`config.mk`:
```
export PLATFORM = sky130hd
export DESIGN_NAME = prog_inst_memory
export DESIGN_NICKNAME = d
export VERILOG_FILES = /design/src/rtl/prog_inst_memory.sv
export SDC_FILE = /design/constraint.sdc
export NUM_CORES = 2
export LEC_CHECK = 0
export CAP_MARGIN = 20
export CORE_MARGIN = 1.5
export CORE_UTILIZATION = 29
export DETAILED_ROUTE_END_ITERATION = 7
export GPL_TIMING_DRIVEN = 0
export SYNTH_ARGS = -nofsm -noshare
export SYNTH_HDL_FRONTEND = slang
export SYNTH_SLANG_ARGS = --single-unit
```
`constraint.sdc`:
```
create_clock -name clk -period 3.65 [get_ports clk]
set_input_delay 0.365 -clock clk [delete_from_list [all_inputs] [get_ports clk]]
set_output_delay 0.365 -clock clk [all_outputs]
set_load 0.01 [all_outputs]
```
`src/rtl/prog_inst_memory.sv`:
```
// prog_inst_memory: program instruction memory with power-up clear sweep, burst loading and 1-cycle fetch
//   clk, rstn                  : clock, synchronous active-low reset
//   pc, fetch_req, fetch_ready : fetch request handshake (byte address)
//   instruction, inst_valid    : registered fetch result, one-cycle valid pulse
//   fault                      : [0] misaligned, [1] out of range, qualified by inst_valid
//   load_valid/ready/addr/data/last : program-load write channel
//   load_err                   : sticky flag for out-of-range load writes
module prog_inst_memory #(
  parameter int          NUM_INST = 128,
  parameter logic [31:0] NOP_INST = 32'h00000013,
  localparam int         ADDR_W   = $clog2(NUM_INST)
) (
  input  logic              clk,
  input  logic              rstn,
  input  logic [31:0]       pc,
  input  logic              fetch_req,
  output logic              fetch_ready,
  output logic [31:0]       instruction,
  output logic              inst_valid,
  output logic [1:0]        fault,
  input  logic              load_valid,
  output logic              load_ready,
  input  logic [ADDR_W:0]   load_addr,
  input  logic [31:0]       load_data,
  input  logic              load_last,
  output logic              load_err
);
  typedef enum logic [1:0] {CLEAR, RUN, LOAD} state_t;
  state_t state, state_nxt;
  logic [ADDR_W-1:0] cnt;
  logic [31:0] mem [NUM_INST];
  logic load_acc, fetch_acc, mem_we;
  logic [ADDR_W-1:0] waddr;
  logic [31:0] wdata;
  logic [1:0] fault_nxt;
  always_ff @(posedge clk) begin
    if (!rstn) begin
      state <= CLEAR;
      cnt   <= '0;
    end else begin
      state <= state_nxt;
      cnt   <= state == CLEAR ? cnt + 1'b1 : '0;
    end
  end
  // Loads win over fetches, so the memory never sees a same-word read and write
  always_comb begin
    state_nxt   = state;
    load_ready  = state != CLEAR;
    fetch_ready = state == RUN && !load_valid;
    load_acc    = load_valid && load_ready;
    fetch_acc   = fetch_req && fetch_ready;
    fault_nxt   = {|pc[31:ADDR_W+2], |pc[1:0]};
    mem_we      = state == CLEAR || (load_acc && !load_addr[ADDR_W]);
    waddr       = state == CLEAR ? cnt : load_addr[ADDR_W-1:0];
    wdata       = state == CLEAR ? '0 : load_data;
    if (state == CLEAR && cnt == ADDR_W'(NUM_INST - 1))
      state_nxt = RUN;
    else if (load_acc)
      state_nxt = load_last ? RUN : LOAD;
  end
  always_ff @(posedge clk) begin
    if (rstn && mem_we)
      mem[waddr] <= wdata;
  end
  always_ff @(posedge clk) begin
    if (!rstn) begin
      instruction <= '0;
      inst_valid  <= 1'b0;
      fault       <= 2'b00;
      load_err    <= 1'b0;
    end else begin
      inst_valid <= fetch_acc;
      if (fetch_acc) begin
        fault       <= fault_nxt;
        instruction <= |fault_nxt ? NOP_INST : mem[pc[ADDR_W+1:2]];
      end
      if (load_acc && load_addr[ADDR_W])
        load_err <= 1'b1;
    end
  end
endmodule
```
==> flow_summary_export.csv <==
group,metric,value,unit
finish,drive_above_1_share,0.281,
worst_setup_path,worst-endpoint-arrival,4.89,ns
sta,period_minus_slack,3.92,ns
floorplan,start_util,0.291,
synthesis,synth_ff_type,"edfxtp_1",
detailed_routing,firstDrtPassIters,7,
power,powerDensity,520,nW/um2
synthesis,yosysSeqAreaShare,0.781,
worst_setup_path,cp-start-kind,"input port",
worst_setup_path,path_max_fanout,10,
sta,max-slew-margin-rel,0.166,
worst_setup_path,cpPeakStageDelay,0.80,ns
placed_design,gp_congestion,0.935,
hold_path,hold_path.class,"in -> reg",
worst_setup_path,crit_type,"in -> reg",
worst_setup_path,cp_top_family,"buffers and inverters",
synthesis,async_flop_share,0,
detailed_routing,first_iter_violations,13300,
outcome,status,"complete, but fails checks",
finish,nFillCells,49800,
worst_setup_path,cp_num_buf_inv,5,
finish,nNetsFinal,8229,
synthesis,ys_ff_latch,4141,
finish,synthToLayoutAreaGrowth,19.6,%
global_routing,grt_pass1_wl,677000,um
global_routing,grt_pass1_vias,81400,
sta,worst_hold_slack,0.0342,ns
detailed_routing,vias,83000,
run,max_cap_viol_count,0,
detailed_routing,drt_wl_total,503000,um
clock_network,cts_sinks,4141,
detailed_routing,via_per_inst,5.27,
clock_network,cts_tree,"done",
synthesis,syn-num-nets,7364,
sta,worst_pin_slew,1.25,ns
global_routing,grt_use_total,0.176,
synthesis,ys_types,76,
synthesis,syn-instance-count,7286,
clock_network,htreeDepth,5,
floorplan,fp-row-count,271,
clock_network,cts_root_buffer,"clkbuf_16",
clock_network,cts_buffers,399,
detailed_routing,drc,0,
sta,setup_ws,-0.271,ns
finish,post-route-util,0.348,
sta,clock-skew-final,0.0976,ns
outcome,violations,"setup timing",
global_routing,gr-total-overflow,0,
synthesis,synth_area_per_cell,21.8,um2
sta,rsz0062_at_grt,"yes",
worst_setup_path,worstPathCellList,"dlygate4sd2_1 -> buf_4 -> buf_2 -> nor2_2 -> buf_4 -> clkdlybuf4s15_1 -> a22oi_1 -> a21oi_1 -> a21oi_1 -> nand2_1 -> a21o_1",
clock_network,clkTransAtPathRegs,0.06,ns
global_routing,grt_max_degree,93,
worst_setup_path,crit_slowest_cell,"clkdlybuf4s15_1",
sta,timing.fmax,255,MHz
finish,multiInputGateArea,33600,um2
finish,seq_area,124000,um2
floorplan,ioPinCount,115,
floorplan,die_area,551000,um2
clock_network,clkLatencyLatePin,1.04,ns
floorplan,die_y,743,um
floorplan,core-area,545000,um2
detailed_routing,ant_nets,0,
sta,finalHoldViolCount,0,
placed_design,dp.cells,14800,
power,vdd_ir_drop_max,0.000442,V
sta,setup_viol,406,
placed_design,hpwl,347000,um
synthesis,synthTopCellsByCount,"edfxtp_1 (4096), mux4_2 (884), nand2_1 (288)",
worst_setup_path,crit_required,4.62,ns
finish,fin_cells,15700,
sta,period_share,1.07,
detailed_routing,wl_per_cell,32.0,um
synthesis,syn_area,159000,um2
synthesis,synth_top_area_cell,"edfxtp_1",
synthesis,synth_edf_count,4096,
sta,tns,-31.95,ns
sta,report.final.slew_viol_count,0,
floorplan,die_w,743,um
worst_setup_path,cp-end-kind,"flip-flop",
power,leakage,62.0,nW
synthesis,netlist.area_leader.share,0.775,
global_routing,antenna_found_initial,48,
synthesis,synth_most_common_cell,"edfxtp_1",
placed_design,io_buffer_count,111,
clock_network,clock_path_buffers,4,
synthesis,synth.top_cells.by_area,"edfxtp_1 (78%), mux4_2 (13%), mux2i_1 (1.7%)",
synthesis,ys_warn_count,0,
[flip-flops by register name, summed over array words and instances (netlist names)]
| signal | cells |
|---|---|
| state | 2 |
| fault | 2 |
| inst_valid | 1 |
| cnt | 7 |
| instruction | 32 |
| load_err | 1 |
| mem | 4096 |
[cell families after synthesis]
kind of cell	synth area share
AOI/OAI and AO/OA	0.0335
xor gates and xnor gates	0.000221
adders and majority gates	0.0000789
buffers and inverters	0.0152
DFF	0.781
muxes	0.149
and+or+nand+nor	0.0211
[worst paths after layout]
check | start | endpoint | slack [ns] | depth (start not counted)
setup reg to reg | state[0] | mem[28][3] | -0.19 | 9
hold reg to reg | cnt[0] | cnt[0] | 0.50 | 1
hold / removal | load_addr[7] | load_err | 0.03 | 3
setup / recovery | pc[5] | instruction[3] | -0.27 | 11
[power breakdown]
part	switching (mW)	leakage [nW]	total, mW	internal, mW
registers	0.0195	40.2	51.5	51.5
clock network	18.2	6.50	42.6	24.4
logic	2.93	15.2	4.50	1.57
[cell type report]
type                       count  area share
sequential                  4141       0.653
multi-input combinational   2722       0.177
clock buffer                 464      0.0546
tap                         7234      0.0477
timing repair buffer         464      0.0384
clock inverter               274      0.0158
buffer                       412      0.0129
antenna                       19    0.000251
inverter                      11    0.000218
[worst register-to-register path, stage by stage, from the launching register on]
cell and delay (ns):
dfxtp_1 0.36, nor2_4 0.32, inv_2 0.13, buf_2 0.21
mux2i_2 0.48, nand3b_1 0.41, nand2b_1 0.47, buf_4 0.41
nor2_4 0.41, buf_12 0.27
[stage by stage]
step	instance area, um2	power, mW	setup WS (ns)
global route	190000	101	-0.241
detailed placement	174000	56.9	-2.21
global placement	169000	56.8	-5.22
finish	190000	98.6	-0.271
floorplan	159000	54.9	0.108
CTS	189000	98.8	-0.0558
[cells in the final DEF (no fill, tap or decap), drive strengths merged, types with 6 or more instances in the layout]
cell type	synthesis	final
buf	280	630
bufinv	0	57
mux2i	270	270
nor2	182	182
nor3b	16	16
mux2	88	88
edfxtp	4096	4096
dfxtp	45	45
a2111oi	16	16
nand2b	6	6
o21ai	45	45
and3	6	6
a211oi	19	19
clkinv	1	193
o221ai	60	60
a31oi	38	38
clkinvlp	0	13
and2	53	54
nor2b	7	7
a21o	14	14
nand3	74	74
inv	10	22
clkdlybuf4s50	0	109
o22a	15	15
nand2	290	290
a22o	29	29
a22oi	194	194
a221oi	21	21
a21oi	138	138
nand3b	13	13
clkbuf	133	595
o22ai	108	108
diode	0	19
nand4	21	21
o211ai	17	17
a32oi	15	15
nor3	28	28
nor4	11	11
mux4	884	884
[metal layers]
metal  global-route usage  wire, um  vias to the layer above
met5                    0       391                        -
met4               0.0859     28400                       18
met3               0.0427     55300                      990
met2                0.280    233000                     5070
met1                0.227    186000                    44300
li1                     -         -                    32600
[what timing repair did]
action                                  in CTS  in global routing
gates resized for setup                     63                 13
cloned                                       0                  1
pin swaps                                   57                 22
hold buffers                                 2                  0
endpoints found under the setup margin    4191               1220
hold endpoints to repair                     9                  0
setup buffers                              116                 46
(Power assumes the default switching activity.)
